File: src/rtl/aud_pkg.sv
// Shared types and defaults for the audio record/playback sequencer.
// Key indices double as bit positions in the key vector fed to the priority selector.
package aud_pkg;

   localparam int DEF_ADDR_W = 20;
   localparam logic [DEF_ADDR_W-1:0] DEF_MAX_ADDR = 20'hFFFFF;

   typedef enum logic [2:0] {
      S_IDLE       = 3'd0,
      S_REC        = 3'd1,
      S_REC_PAUSE  = 3'd2,
      S_PLAY       = 3'd3,
      S_PLAY_PAUSE = 3'd4
   } aud_state_t;

   // Higher index wins: stop > pause > play > rec
   typedef enum logic [1:0] {
      KEY_REC   = 2'd0,
      KEY_PLAY  = 2'd1,
      KEY_PAUSE = 2'd2,
      KEY_STOP  = 2'd3
   } aud_key_t;

   localparam int NUM_KEYS = 4;

endpackage

File: src/rtl/aud_key_prio.sv
// One-hot priority selector: passes only the highest-index key that is asserted.
module aud_key_prio
   import aud_pkg::*;
(
   input  logic [NUM_KEYS-1:0] keys,
   output logic [NUM_KEYS-1:0] sel
);

   genvar gi;
   generate
      for (gi = 0; gi < NUM_KEYS; gi++) begin : g_sel
         if (gi == NUM_KEYS - 1) begin : g_top
            assign sel[gi] = keys[gi];
         end else begin : g_low
            assign sel[gi] = keys[gi] & ~(|keys[NUM_KEYS-1:gi+1]);
         end
      end
   endgenerate

endmodule

File: src/rtl/aud_ctrl.sv
// Record/playback sequencer: key pulses in, registered command pulses, SRAM
// ownership and end-of-recording bookkeeping out.
module aud_ctrl
   import aud_pkg::*;
#(
   parameter int ADDR_W = DEF_ADDR_W,
   parameter logic [ADDR_W-1:0] MAX_ADDR = DEF_MAX_ADDR
) (
   input  logic              i_clk,
   input  logic              i_rst,
   input  logic              i_key_rec,
   input  logic              i_key_play,
   input  logic              i_key_pause,
   input  logic              i_key_stop,
   input  logic [ADDR_W-1:0] i_rec_addr,
   input  logic              i_dsp_done,
   output logic              o_rec_start,
   output logic              o_rec_pause,
   output logic              o_rec_stop,
   output logic              o_dsp_start,
   output logic              o_dsp_pause,
   output logic              o_dsp_stop,
   output logic              o_sram_sel,
   output logic              o_sram_we_n,
   output logic [ADDR_W-1:0] o_end_addr,
   output logic              o_has_rec,
   output logic [2:0]        o_state
);

   logic [NUM_KEYS-1:0] key_vec;
   logic [NUM_KEYS-1:0] key_sel;
   logic k_rec, k_play, k_pause, k_stop;

   assign key_vec = {i_key_stop, i_key_pause, i_key_play, i_key_rec};

   aud_key_prio u_prio (
      .keys (key_vec),
      .sel  (key_sel)
   );

   assign k_rec   = key_sel[KEY_REC];
   assign k_play  = key_sel[KEY_PLAY];
   assign k_pause = key_sel[KEY_PAUSE];
   assign k_stop  = key_sel[KEY_STOP];

   aud_state_t        state_reg, state_next;
   logic              rec_start_next, rec_pause_next, rec_stop_next;
   logic              dsp_start_next, dsp_pause_next, dsp_stop_next;
   logic              rec_start_reg, rec_pause_reg, rec_stop_reg;
   logic              dsp_start_reg, dsp_pause_reg, dsp_stop_reg;
   logic              sram_sel_reg, sram_we_n_reg;
   logic [ADDR_W-1:0] end_addr_reg, end_addr_next;
   logic              has_rec_reg, has_rec_next;

   always_comb begin
      state_next     = state_reg;
      rec_start_next = 1'b0;
      rec_pause_next = 1'b0;
      rec_stop_next  = 1'b0;
      dsp_start_next = 1'b0;
      dsp_pause_next = 1'b0;
      dsp_stop_next  = 1'b0;
      end_addr_next  = end_addr_reg;
      has_rec_next   = has_rec_reg;
      case (state_reg)
         S_IDLE: begin
            if (k_rec) begin
               state_next     = S_REC;
               rec_start_next = 1'b1;
               has_rec_next   = 1'b0;
            end else if (k_play && has_rec_reg) begin
               state_next     = S_PLAY;
               dsp_start_next = 1'b1;
            end
         end
         S_REC: begin
            // A full memory stops the recording even if pause is pressed
            if (k_stop || i_rec_addr == MAX_ADDR) begin
               state_next    = S_IDLE;
               rec_stop_next = 1'b1;
               end_addr_next = i_rec_addr;
               has_rec_next  = |i_rec_addr;
            end else if (k_pause) begin
               state_next     = S_REC_PAUSE;
               rec_pause_next = 1'b1;
            end
         end
         S_REC_PAUSE: begin
            if (k_stop) begin
               state_next    = S_IDLE;
               rec_stop_next = 1'b1;
               end_addr_next = i_rec_addr;
               has_rec_next  = |i_rec_addr;
            end else if (k_pause || k_rec) begin
               state_next     = S_REC;
               rec_start_next = 1'b1;
            end
         end
         S_PLAY: begin
            if (k_stop) begin
               state_next    = S_IDLE;
               dsp_stop_next = 1'b1;
            end else if (k_pause) begin
               state_next     = S_PLAY_PAUSE;
               dsp_pause_next = 1'b1;
            end else if (i_dsp_done) begin
               state_next = S_IDLE;
            end
         end
         S_PLAY_PAUSE: begin
            if (k_stop) begin
               state_next    = S_IDLE;
               dsp_stop_next = 1'b1;
            end else if (k_pause || k_play) begin
               state_next     = S_PLAY;
               dsp_start_next = 1'b1;
            end
         end
         default: state_next = S_IDLE;
      endcase
   end

   always_ff @(posedge i_clk) begin
      if (i_rst) begin
         state_reg     <= S_IDLE;
         rec_start_reg <= 1'b0;
         rec_pause_reg <= 1'b0;
         rec_stop_reg  <= 1'b0;
         dsp_start_reg <= 1'b0;
         dsp_pause_reg <= 1'b0;
         dsp_stop_reg  <= 1'b0;
         sram_sel_reg  <= 1'b0;
         sram_we_n_reg <= 1'b1;
         end_addr_reg  <= '0;
         has_rec_reg   <= 1'b0;
      end else begin
         state_reg     <= state_next;
         rec_start_reg <= rec_start_next;
         rec_pause_reg <= rec_pause_next;
         rec_stop_reg  <= rec_stop_next;
         dsp_start_reg <= dsp_start_next;
         dsp_pause_reg <= dsp_pause_next;
         dsp_stop_reg  <= dsp_stop_next;
         // Decoded from the next state so ownership moves with o_state
         sram_sel_reg  <= (state_next == S_PLAY) || (state_next == S_PLAY_PAUSE);
         sram_we_n_reg <= (state_next != S_REC);
         end_addr_reg  <= end_addr_next;
         has_rec_reg   <= has_rec_next;
      end
   end

   assign o_rec_start = rec_start_reg;
   assign o_rec_pause = rec_pause_reg;
   assign o_rec_stop  = rec_stop_reg;
   assign o_dsp_start = dsp_start_reg;
   assign o_dsp_pause = dsp_pause_reg;
   assign o_dsp_stop  = dsp_stop_reg;
   assign o_sram_sel  = sram_sel_reg;
   assign o_sram_we_n = sram_we_n_reg;
   assign o_end_addr  = end_addr_reg;
   assign o_has_rec   = has_rec_reg;
   assign o_state     = state_reg;

endmodule

File: config.mk
export PLATFORM = sky130hd
export DESIGN_NAME = aud_ctrl
export DESIGN_NICKNAME = d
export VERILOG_FILES = /design/src/rtl/aud_pkg.sv /design/src/rtl/aud_key_prio.sv /design/src/rtl/aud_ctrl.sv
export SDC_FILE = /design/constraint.sdc
export NUM_CORES = 1
export LEC_CHECK = 0
export CAP_MARGIN = 25
export CORE_ASPECT_RATIO = 0.8
export CORE_MARGIN = 5
export CORE_UTILIZATION = 60
export CTS_CLUSTER_SIZE = 10
export DETAILED_ROUTE_END_ITERATION = 8
export DONT_BUFFER_PORTS = 1
export PLACE_DENSITY = 0.76
export SYNTH_ARGS = -nofsm -noshare
export SYNTH_HDL_FRONTEND = slang
export SYNTH_HIERARCHICAL = 1
export SYNTH_SLANG_ARGS = --single-unit
File: constraint.sdc
create_clock -name i_clk -period 2.2 [get_ports i_clk]
set_clock_uncertainty 0.1 [all_clocks]
set_input_delay 0.33 -clock i_clk [delete_from_list [all_inputs] [get_ports i_clk]]
set_output_delay 0.33 -clock i_clk [all_outputs]
set_load 0.01 [all_outputs]
# Word-level counts from Yosys, hierarchy flattened

Cells that the tools add are included.

Bits in registers: 32
Bits of input ports: 27
Output and inout bits: 32
Logic and storage cells: 80

Equal/unequal tests: 11
Multiplexer cells: 32
Bitwise operators: 9
Reduce and logical (&&, ||, !) cells: 17

Operators by type and width:

| cell                                                                     | count |
|---|---|
| 20-bit 2-to-1 mux                                                        | 2 |
| 20-bit case mux with 2 select lines                                      | 1 |
| 3-bit 2-to-1 mux                                                         | 11 |
| 20-bit equality test (second input constant)                             | 1 |
| 20-bit OR reduction                                                      | 1 |
| 3-bit case mux with 5 select lines                                       | 1 |
| 1-bit 2-to-1 mux                                                         | 13 |
| 3-bit by 2-bit equality test with 1-bit output (second input constant)   | 3 |
| 3-bit OR reduction                                                       | 3 |
| 3-bit equality test (second input constant)                              | 2 |
| 2-bit inequality test (second input constant)                            | 3 |
| 1-bit NOT                                                                | 6 |
| 1-bit case mux with 2 select lines                                       | 3 |
| 2-bit OR reduction                                                       | 3 |
| 1-bit logical OR                                                         | 4 |
| 4-bit AND reduction                                                      | 1 |
| 1-bit bitwise AND                                                        | 3 |
| 3-bit by 1-bit equality test with 1-bit output (second input constant)   | 1 |
| 3-bit zero test                                                          | 1 |
| 3-bit by 1-bit inequality test with 1-bit output (second input constant) | 1 |
| 1-bit case mux with 3 select lines                                       | 1 |
| 3-bit AND reduction                                                      | 1 |
| 3-bit nonzero test                                                       | 1 |
| 2-bit nonzero test                                                       | 1 |
| 1-bit logical AND                                                        | 1 |

# Depth between registers and ports, before layout

Gate-level depths: netlist of the first run.

Depth in word-level cells: 9
Mapped depth: 6
Depth with buffers taken out: 5

# Hierarchy

Netlist of the first run, hierarchy kept.

Modules (own cells, without submodules):

| module       | times used | cells an instance | area an instance (um^2) | sequential area each (um^2) |
|---|---|---|---|---|
| aud_ctrl     | 1          | 171               | 1496.4                  | 640.6 |
| aud_key_prio | 1          | 4                 | 36.3                    | 0.0 |

# Least setup slack after synthesis of the first run

Ideal clock, no wire load.

Path type: input to register
Start point: input i_key_stop
End point: register sram_we_n_reg (netlist: o_sram_we_n)
Library setup time: 146 ps
Data arrival time: 1477 ps
Required time: 1954 ps
Setup slack: 478 ps
Stages: 6
Path buffers: 2
Cells stage by stage: buf_4 buf_2 nand2b_1 or3_1 a211oi_1 o2111ai_1

Cells in the longest elaborated chain, start to end: 8
Elaborated cells on any way between the ends: 24
Those cells by class: eq/ne (1); mux (11); bitwise (6); reduce/logical (6)

RTL lines:

| element                                                  | line                                            | text |
|---|---|---|
| from (decl)                                              | aud_ctrl.sv:14                                  | `input logic i_key_stop,` |
| 3-bit OR reduction or 2-bit OR reduction (tied branches) | aud_key_prio.sv:15                              | `assign sel[gi] = keys[gi] & ~(\|keys[NUM_KEYS-1:gi+1]);` |
| 1-bit NOT                                                | aud_key_prio.sv:15                              |  |
| 1-bit bitwise AND                                        | aud_key_prio.sv:15                              |  |
| 1-bit logical OR, or another cell as far along           | aud_ctrl.sv:94                                  | `end else if (k_pause \|\| k_rec) begin` |
| 3-bit 2-to-1 mux, on equally long branches               | aud_ctrl.sv:94, aud_ctrl.sv:71, aud_ctrl.sv:114 |  |
| 3-bit 2-to-1 mux, on equally long branches               | aud_ctrl.sv:89, aud_ctrl.sv:67, aud_ctrl.sv:111 |  |
| 3-bit case mux with 5 select lines *                     | aud_ctrl.sv:65                                  | `case (state_reg)` |
| 3-bit by 1-bit inequality test with 1-bit output *       | aud_ctrl.sv:146                                 | `sram_we_n_reg <= (state_next != S_REC);` |
| to (signal assigned)                                     | aud_ctrl.sv:146                                 |  |
| to (decl)                                                | aud_ctrl.sv:51                                  | `logic sram_sel_reg, sram_we_n_reg;` |

Every way passes the cells marked *; elsewhere a longest branch is shown, timed or not.
A chain may end at the register's enable or synchronous reset.

# Worst setup path in the final report of the first run

Start point: register state_reg[2] (netlist: o_state[2])
End point: register sram_we_n_reg (netlist: o_sram_we_n)

Cells in the longest elaborated chain, start to end: 5
Elaborated cells on any way between the ends: 18
Those cells by class: eq/ne (5); mux (12); reduce/logical (1)

RTL lines:

| element                                            | line            | text |
|---|---|---|
| from (decl)                                        | aud_ctrl.sv:46  | `aud_state_t state_reg, state_next;` |
| from (signal assigned)                             | aud_ctrl.sv:137 | `state_reg <= state_next;` |
| 3-bit 2-to-1 mux                                   | aud_ctrl.sv:106 | `end else if (i_dsp_done) begin` |
| 3-bit 2-to-1 mux                                   | aud_ctrl.sv:103 | `end else if (k_pause) begin` |
| 3-bit 2-to-1 mux                                   | aud_ctrl.sv:100 | `if (k_stop) begin` |
| 3-bit case mux with 5 select lines *               | aud_ctrl.sv:65  |  |
| 3-bit by 1-bit inequality test with 1-bit output * | aud_ctrl.sv:146 |  |

Marks and branches as above.

==> impl_metrics.csv, run 1 <==
group,metric,value,unit
outcome,status,"finished clean",
cells_and_area,layout.cells.most_common,"nand2_1",
drt,vias_per_cell,6.01,
drt,post_drt_wl_per_cell,16.3,µm
clock_tree,cts.path.max_buffers,2,
drt,dr.pass1.iters,4,
clock_tree,cts-resized-gates,0,
synthesis,synth.avg_cell_area,8.76,µm²
worst_setup_path,r2r_slack,310,ps
sta,tightest_slew,633,ps
clock_tree,cts_buffers,5,
cells_and_area,diodes,0,
sta,fin_crit_sh,85.9,%
placed_design,placed_cells,203,
clock_tree,cts.clk_slew.worst_paths,90,ps
cells_and_area,fin_cells,212,
floorplan,ioPinCount,59,
worst_setup_path,crit_type,"reg -> reg",
power_and_ir_drop,p_leak,0.000688,µW
drt,drt.antenna.violating_nets,0,
placed_design,dp_slack,344,ps
floorplan,num_rows,16,
power_and_ir_drop,clock_power_share,34.0,%
power_and_ir_drop,peakVddDrop,0.447,mV
sta,setup_viol,0,
floorplan,die_y,55.2,µm
global_routing,grt-ovfl-total,0,
placed_design,routabilityCongestion,0.842,
power_and_ir_drop,power.density,617,nW/µm²
drt,num_vias,1274,
job,maxCapViolations,0,
synthesis,synthArstFlopShare,0,%
synthesis,ys_seq_area_share,41.8,%
floorplan,initial_core_util,62.8,%
floorplan,dieArea,3670,µm²
cells_and_area,syn_to_final_growth,5.31,%
clock_tree,cts_setup_buffers,0,
worst_setup_path,crit_path_end_kind,"flop",
power_and_ir_drop,swShare,22.7,%
global_routing,antenna_found_initial,0,
synthesis,synthTopCellsByArea,"dfxtp_1 (42%), mux2i_1 (13%), nand2_1 (11%)",
synthesis,postSynthCellCount,175,
worst_setup_path,crit_fanout,13,
placed_design,place.port_buffers,0,
sta,min_period,1890,ps
drt,top_layer_used,"met4",
global_routing,grt_max_degree,26,
sta,drv_slew,0,
power_and_ir_drop,p_sw,226,µW
sta,relSlewSlack,57.5,%
worst_setup_path,cp.required,2300,ps
hold_path,hp-class,"in -> reg",
sta,rsz0062_at_grt,"false",
clock_tree,htreeDepth,2,
synthesis,netlist_area,1530,µm²
drt,route.detailed.drc,0,
clock_tree,cts_tree,"built",
placed_design,hpwl,2.63,mm
worst_setup_path,reg2reg_to,"o_sram_we_n$_SDFF_PP1_",
synthesis,synth.distinct_cells,40,
power_and_ir_drop,power_frac_seq,59.7,%
drt,wl_met3,459,µm
synthesis,ys_ff_latch,32,
sta,hold_viol,0,
worst_setup_path,worst_setup_path_start_kind,"flop",
worst_setup_path,crit_end,"o_sram_we_n$_SDFF_PP1_",
power_and_ir_drop,internal_power,770,µW
power_and_ir_drop,combPwrFrac,6.3,%
sta,holdWs,28.1,ps
worst_setup_path,worstPathArrival,1990,ps
sta,fin_tns_setup,0,ps
drt,wl_met1,1.42,mm
global_routing,grt_pass1_wl,5.51,mm
global_routing,grt_pass1_vias,1202,
clock_tree,clk-insertion-delay-late,320,ps
clock_tree,cts_sinks,32,
cells_and_area,layout-drive-gt1-share,10.2,%
sta,fmax,0.529,GHz
cells_and_area,nets,202,
floorplan,fp.dieW,66.5,µm
synthesis,syn_nets,202,
floorplan,core,2440,µm²
synthesis,yosys_warnings,6,
synthesis,synth_top_flop_cell,"dfxtp_1",
global_routing,grt_util_all_layers,19.4,%
worst_setup_path,reg2regPathDepth,4,
worst_setup_path,timing.rr.start,"o_state[2]$_SDFF_PP0_",
drt,routed-wl-met2,1.51,mm
drt,drt_first_iter_violations,33,
synthesis,synth_edf_count,0,
clock_tree,cts_root_buf,"clkbuf_4",
synthesis,yosysTopAreaCell,"dfxtp_1",
synthesis,netlist.area_leader.share,41.8,%
worst_setup_path,critPathLaunch,"o_state[2]$_SDFF_PP0_",
sta,layout_setup_ws,309,ps
power_and_ir_drop,finalPower,996,µW
drt,drt_wl_total,3.45,mm
cells_and_area,final_cell_mix,"nand2_1 (43), dfxtp_1 (32), mux2i_1 (20)",
[how the worst min path moves through the flow]
stage | slack [ps] | end | start | cells past startpoint
floorplan | 370 | o_end_addr[0]$_SDFFE_PP0P_ | i_rec_addr[0] | 2
global placement | 300 | o_sram_sel$_SDFF_PP0_ | i_rst | 1
detailed placement | 300 | o_sram_sel$_SDFF_PP0_ | i_rst | 1
CTS | 20 | o_has_rec$_SDFFE_PP0P_ | i_rst | 1
global route | 20 | o_has_rec$_SDFFE_PP0P_ | i_rst | 1
finish | 30 | o_end_addr[6]$_SDFFE_PP0P_ | i_rec_addr[6] | 2
[cells in the mapped netlist, types with 3 or more instances]
master     n
clkbuf_1   5
buf_2      3
nand4_1    5
nor3_1     5
a21oi_1    5
nor3b_1    3
mux2i_1   20
dfxtp_1   32
buf_6      3
nor4_1     8
nand2_1   43
nor2_1    11
[logic make-up (layout without fill, tap and decap cells)]
family	Yosys count	after routing	share of synthesized area (%)
AO/OA/AOI/OAI	19	19	10.0
buffers and inverters	13	14	5.14
AND/OR/NAND/NOR	91	91	30.0
multiplexers	20	20	13.1
flip-flops	32	32	41.8
[repair_timing]
item	CTS	global route
hold buffers	1	0
hold endpoints to repair	7	0
endpoints found under the setup margin	0	0
[through the flow]
stage / cell area (µm²) / util [%]
6_report: 1610 / 66.1
2_1_floorplan: 1530 / -
3_3_place_gp: 1550 / 63.3
5_1_grt: 1610 / 66.1
3_5_place_dp: 1550 / 63.3
4_1_cts: 1610 / 66.1
[critical path, stage by stage, from the launching register on]
cell       delay [ps]
dfxtp_1           620
or3b_1            430
o32ai_2           320
or3_1             190
o2111ai_1         110
[routing by layer]
| layer | vias up | global-route usage [%] |
|---|---|---|
| met3 | 8 | 10.1 |
| met2 | 60 | 29.0 |
| li1 | 622 | - |
| met1 | 584 | 22.7 |
| met5 | - | 0 |
| met4 | 0 | 8.70 |
[state kept, by name, summed over array words and instances, names as in the netlist]
name         count
o_dsp_stop       1
o_rec_pause      1
o_end_addr      20
o_dsp_start      1
o_state          3
o_rec_stop       1
o_has_rec        1
o_dsp_pause      1
o_rec_start      1
o_sram_sel       1
o_sram_we_n      1
[power by group through the flow]
stage / clock network (µW) / registers [µW] / logic (µW)
2_1_floorplan: 0 / 606 / 54.8
3_3_place_gp: 0 / 608 / 56.4
3_5_place_dp: 0 / 609 / 58.9
4_1_cts: 345 / 595 / 62.4
5_1_grt: 370 / 596 / 70.5
6_report: 339 / 595 / 62.6
[final cells by class]
type	instances	area, µm²
Fill cell	233	828
Inverter	1	3.75
Clock buffer	8	58.8
Timing Repair Buffer	5	52.6
Tap cell	36	45.0
Multi-Input combinational cell	130	813
Sequential cell	32	641
Note: power is estimated with default switching activity, not from simulation.
==> run 2: changes to the inputs <==
Settings changed: CTS_CLUSTER_SIZE 10 to not set.
==> results of run 2 <==
The final DEF is identical to that of run 1; final timing and power are the same.
